### src/rtl/sporadic_arrival_shaper_if.sv
// Request/grant bundle between the raw event source and the sporadic arrival shaper.
interface sporadic_arrival_shaper_if #(
  parameter int CNT_W = 4
);
  logic             req_a;
  logic             req_b;
  logic             req_tick;
  logic             start_a;
  logic             start_b;
  logic             tick;
  logic [CNT_W-1:0] arrivals;
  logic             exhausted;
  logic             dropped;

  modport master (
    output req_a, req_b, req_tick,
    input  start_a, start_b, tick, arrivals, exhausted, dropped
  );

  modport slave (
    input  req_a, req_b, req_tick,
    output start_a, start_b, tick, arrivals, exhausted, dropped
  );
endinterface

### src/rtl/sporadic_arrival_shaper.sv
// Shapes raw A/B/tick requests into sporadic scheduler events: one event per cycle,
// minimum tick gap per task, bounded arrival budget, then ticks only so the scheduler drains.
module sporadic_arrival_shaper #(
  parameter int MIN_GAP_A    = 3,
  parameter int MIN_GAP_B    = 3,
  parameter int GAP_W        = 4,
  parameter int MAX_ARRIVALS = 8,
  parameter int CNT_W        = 4
) (
  input logic                      clk,
  input logic                      rst_n,
  sporadic_arrival_shaper_if.slave bus
);
  localparam logic [GAP_W-1:0] GAP_A_MAX = GAP_W'(MIN_GAP_A);
  localparam logic [GAP_W-1:0] GAP_B_MAX = GAP_W'(MIN_GAP_B);
  localparam logic [CNT_W-1:0] ARR_MAX   = CNT_W'(MAX_ARRIVALS);

  typedef enum logic [1:0] {WARM, RUN, DONE} state_t;

  state_t           state, state_nxt;
  logic [GAP_W-1:0] gap_a, gap_b;
  logic [CNT_W-1:0] arrivals, arrivals_nxt;
  logic             exhausted, dropped;
  logic             elig_a, elig_b, grant_a, grant_b, grant_t, refuse;

  always_ff @(posedge clk) begin
    if (!rst_n) state <= WARM;
    else        state <= state_nxt;
  end

  always_comb begin
    elig_a       = (state == RUN) && (gap_a >= GAP_A_MAX);
    elig_b       = (state == RUN) && (gap_b >= GAP_B_MAX);
    grant_a      = bus.req_a && elig_a;
    grant_b      = bus.req_b && elig_b && !grant_a;
    grant_t      = bus.req_tick && (state == RUN || state == DONE) && !grant_a && !grant_b;
    // A B request that only lost to A's priority is not a contract violation.
    refuse       = (state != WARM) &&
                   ((bus.req_a && !elig_a) || (bus.req_b && !elig_b && !grant_a));
    arrivals_nxt = arrivals + CNT_W'(grant_a | grant_b);
    state_nxt    = state;
    case (state)
      WARM:    state_nxt = (ARR_MAX == '0) ? DONE : RUN;
      RUN:     if (arrivals_nxt == ARR_MAX) state_nxt = DONE;
      DONE:    state_nxt = DONE;
      default: state_nxt = WARM;
    endcase
  end

  always_ff @(posedge clk) begin
    if (!rst_n) begin
      gap_a     <= GAP_A_MAX;
      gap_b     <= GAP_B_MAX;
      arrivals  <= '0;
      exhausted <= 1'b0;
      dropped   <= 1'b0;
    end else begin
      // Gaps saturate at the minimum so a long idle never wraps back to "too soon".
      if (grant_a)      gap_a <= '0;
      else if (grant_t) gap_a <= (gap_a >= GAP_A_MAX) ? GAP_A_MAX : gap_a + 1'b1;
      if (grant_b)      gap_b <= '0;
      else if (grant_t) gap_b <= (gap_b >= GAP_B_MAX) ? GAP_B_MAX : gap_b + 1'b1;
      arrivals  <= arrivals_nxt;
      exhausted <= (arrivals_nxt == ARR_MAX);
      dropped   <= dropped | refuse;
    end
  end

  assign bus.start_a   = grant_a;
  assign bus.start_b   = grant_b;
  assign bus.tick      = grant_t;
  assign bus.arrivals  = arrivals;
  assign bus.exhausted = exhausted;
  assign bus.dropped   = dropped;
endmodule

### src/flat_wrapper.sv
// flat-port wrapper written by rule: the top's interface ports become plain ports
module sporadic_arrival_shaper_flat 
#(
  parameter int MIN_GAP_A    = 3,
  parameter int MIN_GAP_B    = 3,
  parameter int GAP_W        = 4,
  parameter int MAX_ARRIVALS = 8,
  parameter int CNT_W        = 4
)
  (clk, rst_n, bus_req_a, bus_req_b, bus_req_tick, bus_start_a, bus_start_b, bus_tick, bus_arrivals, bus_exhausted, bus_dropped);
  sporadic_arrival_shaper_if #(.CNT_W(CNT_W)) bus_i ();
  input logic clk;
  input logic rst_n;
  input wire logic [$bits(bus_i.req_a)-1:0] bus_req_a;
  input wire logic [$bits(bus_i.req_b)-1:0] bus_req_b;
  input wire logic [$bits(bus_i.req_tick)-1:0] bus_req_tick;
  output wire logic [$bits(bus_i.start_a)-1:0] bus_start_a;
  output wire logic [$bits(bus_i.start_b)-1:0] bus_start_b;
  output wire logic [$bits(bus_i.tick)-1:0] bus_tick;
  output wire logic [$bits(bus_i.arrivals)-1:0] bus_arrivals;
  output wire logic [$bits(bus_i.exhausted)-1:0] bus_exhausted;
  output wire logic [$bits(bus_i.dropped)-1:0] bus_dropped;
  assign bus_i.req_a = bus_req_a;
  assign bus_i.req_b = bus_req_b;
  assign bus_i.req_tick = bus_req_tick;
  assign bus_start_a = bus_i.start_a;
  assign bus_start_b = bus_i.start_b;
  assign bus_tick = bus_i.tick;
  assign bus_arrivals = bus_i.arrivals;
  assign bus_exhausted = bus_i.exhausted;
  assign bus_dropped = bus_i.dropped;
  sporadic_arrival_shaper #(.MIN_GAP_A(MIN_GAP_A), .MIN_GAP_B(MIN_GAP_B), .GAP_W(GAP_W), .MAX_ARRIVALS(MAX_ARRIVALS), .CNT_W(CNT_W)) u_core (.clk(clk), .rst_n(rst_n), .bus(bus_i));
endmodule
### config.mk
export PLATFORM = sky130hd
export DESIGN_NAME = sporadic_arrival_shaper_flat
export DESIGN_NICKNAME = d
export VERILOG_FILES = /design/src/rtl/sporadic_arrival_shaper_if.sv /design/src/rtl/sporadic_arrival_shaper.sv /design/src/flat_wrapper.sv
export SDC_FILE = /design/constraint.sdc
export NUM_CORES = 1
export LEC_CHECK = 0
export BUFFER_PORTS_ARGS = -buffer_cell sky130_fd_sc_hd__buf_2
export CELL_PAD_IN_SITES_DETAIL_PLACEMENT = 0
export CELL_PAD_IN_SITES_GLOBAL_PLACEMENT = 2
export CORE_MARGIN = 3
export CORE_UTILIZATION = 33
export CTS_CLUSTER_SIZE = 24
export DETAILED_ROUTE_END_ITERATION = 10
export GPL_ROUTABILITY_DRIVEN = 0
export GPL_TIMING_DRIVEN = 0
export HOLD_SLACK_MARGIN = 0.15
export PLACE_DENSITY_LB_ADDON = 0.1
export SLEW_MARGIN = 20
export SYNTH_ARGS = -nofsm -noshare
export SYNTH_HDL_FRONTEND = slang
export SYNTH_SLANG_ARGS = --single-unit
### constraint.sdc
create_clock -name clk -period 3.4 [get_ports clk]
set_clock_uncertainty 0.1 [all_clocks]
set_input_delay 0.68 -clock clk [delete_from_list [all_inputs] [get_ports clk]]
set_output_delay 0.68 -clock clk [all_outputs]
set_load 0.01 [all_outputs]
**Yosys cells after proc, flatten, opt, wreduce, memory -nomap -nowiden**

Cells that the tools add are included.

- Muxes and demuxes: 8
- Magnitude comparators: 2
- Bitwise logic cells: 3
- Reductions and logical operators: 24
- Add/subtract/negate cells: 3
- Equality and inequality tests: 4

Operators with widths:

| cell | number |
|---|---|
| $logic_and 1x1->1 | 12 |
| $mux 2 | 5 |
| $add 4x1->4 const B | 2 |
| $ge 4x2->1 const B | 2 |
| $mux 4 | 2 |
| $pmux 2 s3 | 1 |
| $reduce_bool 2->1 | 3 |
| $add 4x4->4 | 1 |
| $eq 4x4->1 const B | 1 |
| $logic_not 1->1 | 4 |
| $reduce_or 2->1 | 2 |
| $eq 2x1->1 const B | 1 |
| $eq 2x2->1 const B | 1 |
| $logic_not 2->1 | 1 |
| $logic_or 1x1->1 | 2 |
| $ne 2x2->1 const B | 1 |
| $or 1x1->1 | 2 |
| $not 1->1 | 1 |

- Output and inout port bits: 9
- Input port bits: 5
- Bits in registers: 16
- Word-level logic and storage cells: 52

**Depth between registers and ports, before layout**

- Depth after elaboration: 10
- Mapped depth: 10
- Gate-level depth less buffers: 10

**Worst setup path after synthesis**

No wires, ideal clock.

- Path type: flip-flop to flip-flop
- Start point: reg u_core.gap_a[0]
- End point: reg u_core.state[0]
- Required time: 3.181 ns
- Period minus slack after synthesis: 2.389 ns
- Setup time: 0.119 ns
- Arrival time: 2.169 ns
- Setup slack: 1.011 ns
- Cell stages (with the launch flop): 10
- Path buffers: 0
- Cell sequence: dfxtp_1 -> ha_1 -> o311ai_4 -> nand2_1 -> ha_1 -> ha_1 -> xor2_1 -> or3_1 -> o21a_1 -> mux2i_1

- Longest elaborated chain between the ends: 9

RTL lines:

| item | RTL line | RTL |
|---|---|---|
| start: declaration | sporadic_arrival_shaper.sv:21 | `logic [GAP_W-1:0] gap_a, gap_b;` |
| start signal: assignment | sporadic_arrival_shaper.sv:60 | `else if (grant_t) gap_a <= (gap_a >= GAP_A_MAX) ? GAP_A_MAX : gap_a + 1'b1;` |
| $ge 4x2->1 * | sporadic_arrival_shaper.sv:32 | `elig_a = (state == RUN) && (gap_a >= GAP_A_MAX);` |
| $logic_and 1x1->1 * | sporadic_arrival_shaper.sv:32 |  |
| $logic_and 1x1->1 * | sporadic_arrival_shaper.sv:34 | `grant_a = bus.req_a && elig_a;` |
| $logic_not 1->1 | sporadic_arrival_shaper.sv:35 | `grant_b = bus.req_b && elig_b && !grant_a;` |
| $logic_and 1x1->1 | sporadic_arrival_shaper.sv:35 |  |
| $or 1x1->1 * | sporadic_arrival_shaper.sv:40 | `arrivals_nxt = arrivals + CNT_W'(grant_a \| grant_b);` |
| $add 4x4->4 * | sporadic_arrival_shaper.sv:40 |  |
| $eq 4x4->1 * | sporadic_arrival_shaper.sv:44 | `RUN: if (arrivals_nxt == ARR_MAX) state_nxt = DONE;` |
| $ne 2x2->1 (no source line) * | -- |  |
| end signal: assignment | sporadic_arrival_shaper.sv:28 | `else state <= state_nxt;` |
| end: declaration | sporadic_arrival_shaper.sv:20 | `state_t state, state_nxt;` |

Every way passes the cells marked *; elsewhere a longest branch is shown, timed or not.
A chain may end at the register's enable or synchronous reset.

**Worst setup path in the final report**

Ends and elaborated chain as after synthesis.

==> metrics.txt <==
outcome=complete, no violations; post-synthesis cell area=763 sq um; Mapped Cells=between 70 and 80; CTS Buf Count=3; Worst Tran Pin Value=~0.44 ns; # nets final=between 100 and 150; DRT Pass-1 Iters=1; Max Cap Viol=0; # port buffers=13; area grow syn2layout=17.7%; Setup Viol. Count Final=0; post-CTS resize count=0; Worst-Skew Late Latency=0.28 ns; post-CTS setup buffer count=0; CP cell instances=ha_1 -> o311ai_4 -> nand2_1 -> ha_1 -> ha_1 -> xor2_1 -> or3_1 -> o21a_1 -> mux2i_1; Post-Syn Area per Cell=between 10 and 15 sq um; distinct cell type count after synthesis=26; Post-synth ARST share=0; die width=~54 microns; final worst-path cycle share=0.760; CTS tree=done; H-tree lvl count=1; Lkg Pwr=about 0.43 nW; DR vias=around 570; GRT Util Overall=0.114; Crit. End Element=register; Die Area=just under 3000 sq um; total I/O pin count=14; Root Buffer Master=clkbuf_4; drt drc=0; CP max stage cell=o311ai_4; Worst setup SP type=register; hold_buf cts=0; Seq cells post-synth=16; Crit Path Max Fanout=7; fin. max-slew vios=0; Hold Crit Class=reg2reg; largest net degree at the start of global routing=11; setup TNS=0 ns; CTS clk-pin slew, worst paths=0.09 ns; hpwl dp=1070 microns; worst vdd ir=357 uV; crit path time final=2.59 ns; remaining antenna violation count=0; number of synthesized flops with an enable pin=0; Max Root-Sink Buffers=2; top_reg_cell synth=dfxtp_1; vias in the first global route=537; Fin Hold WS=about 0.37 ns; GRT overflow=0; critical path data arrival time=2.66 ns; worst slack, placed=roughly 0.80 ns; Routed WL=1380 microns; Max-slew headroom=0.709; DR vias/cell=between 4 and 5; fin area=about 900 sq um; Rows=16; sequential-to-total area share from yosys stat=0.420; CP peak stage delay=~0.40 ns; Top cell by count, worst path=ha_1; core area=roughly 2100 sq um; Routed WL per cell=between 10 and 15 microns; Die Y=54.1 microns; family with the most delay on the worst path=adder cells; diodes inserted=0; worst path required time=roughly 3.5 ns; post-layout worst setup margin=about 0.81 ns; 1st-iter DRT viols=0; clock sinks=16; FMAX=387 MHz; RSZ-0062 raised after global routing=no; Initial Utilization=0.367; Synthesized Nets=85; CP bufs+invs=0; CP Class=reg2reg; synth warn=0; initial antenna violation count=0; pwr dens=between 800 and 900 nW/um^2; share of layout cells above drive strength 1=0.231; endpoints failing hold=0; global-route wire length before repair=2310 microns; dpl cell area=about 860 sq um
power breakdown:
group / switching, mW / total [mW] / internal [mW]
Clock: 0.0579 / 0.123 / 0.0651
Sequential: 0.0253 / 0.261 / 0.235
Combinational: 0.207 / 0.371 / 0.164
worst reg2reg max path: stages (launching register included):
cell      delay, ns
dfxtp_1        0.33
ha_1           0.25
o311ai_4       0.40
nand2_1        0.12
ha_1           0.22
ha_1           0.19
xor2_1         0.17
or3_1          0.34
o21a_1         0.24
mux2i_1        0.13
path summary, 6_finish.rpt:
kind	startpoint	end	slack (ns)	cells past startpoint
max	u_core.gap_a[0]	u_core.state[0]	0.81	9
min	u_core.state[1]	u_core.state[1]	0.37	2
max reg2reg	u_core.gap_a[0]	u_core.state[0]	0.81	9
min reg2reg	u_core.state[1]	u_core.state[1]	0.37	2
cells in the mapped netlist, drive strengths merged, types with 2 or more instances:
| library cell | count | area share |
|---|---|---|
| nor2b | 2 | 0.016 |
| o211ai | 2 | 0.038 |
| xor2 | 2 | 0.023 |
| dfxtp | 16 | 0.42 |
| o311ai | 2 | 0.069 |
| nor3 | 2 | 0.013 |
| and3b | 2 | 0.023 |
| nand2 | 7 | 0.034 |
| o221ai | 2 | 0.023 |
| or3 | 2 | 0.016 |
| nor2 | 2 | 0.013 |
| inv | 6 | 0.030 |
| mux2i | 2 | 0.026 |
| and2 | 6 | 0.049 |
| o21a | 3 | 0.030 |
| ha | 6 | 0.098 |
| nand3 | 2 | 0.013 |
| nor4 | 2 | 0.016 |
cell usage in the layout (no fill, tap or decap), drive strengths merged:
master	netlist	final
o31a	1	1
nor4	2	2
clkbuf	1	5
o211ai	2	2
a21oi	1	1
buf	0	13
xor2	2	2
nor2b	2	2
nand3	2	2
nand2	7	7
o31ai	1	1
dfxtp	16	16
mux2i	2	2
and3b	2	2
and3	1	1
inv	6	6
o311ai	2	2
nor2	2	2
o21a	3	3
or3	2	2
ha	6	6
o221ai	2	2
nor3	2	2
and2	6	6
a31oi	1	1
flip-flops by register name, indices dropped and copies added, names as in the netlist:
register / cells
u_core.bus.dropped: 1
u_core.gap_b: 4
u_core.gap_a: 4
u_core.bus.exhausted: 1
u_core.state: 2
u_core.bus.arrivals: 4
per-layer routing:
layer,track usage,part of all wire
met2,0.175,0.44
met1,0.141,0.50
met3,0.0249,0.053
met4,0.0747,0.0058
met5,0,0
cells by family (layout without fill, tap and decap cells):
group                      count (synthesis)  count (layout)  synth area share
adders and majority gates                  6               6            0.0984
buffers and inverters                      7              24            0.0344
and+or+nand+nor                           28              28             0.203
muxes                                      2               2            0.0262
xor gates and xnor gates                   2               2            0.0230
AOI/OAI and AO/OA                         13              13             0.195
DFF                                       16              16             0.420
stage by stage:
| step | power (mW) | std cells | utilization |
|---|---|---|---|
| after global routing | 0.829 | 118 | 0.431 |
| after floorplan | 0.554 | 74 | - |
| final | 0.754 | 118 | 0.431 |
| after global placement | 0.642 | 114 | 0.414 |
| after CTS | 0.769 | 118 | 0.431 |
| after detailed placement | 0.640 | 114 | 0.414 |
final cells by class:
cell class              instances  area, sq um
plain buffers                   1         3.75
well taps                      27         33.8
inverters                       6         22.5
clock buffers                   4         36.3
fillers                       216         1180
multi-input cells              51          417
repair buffers                 13         65.1
flip-flops and latches         16          320
No activity file was read; power rests on OpenSTA's default activity.
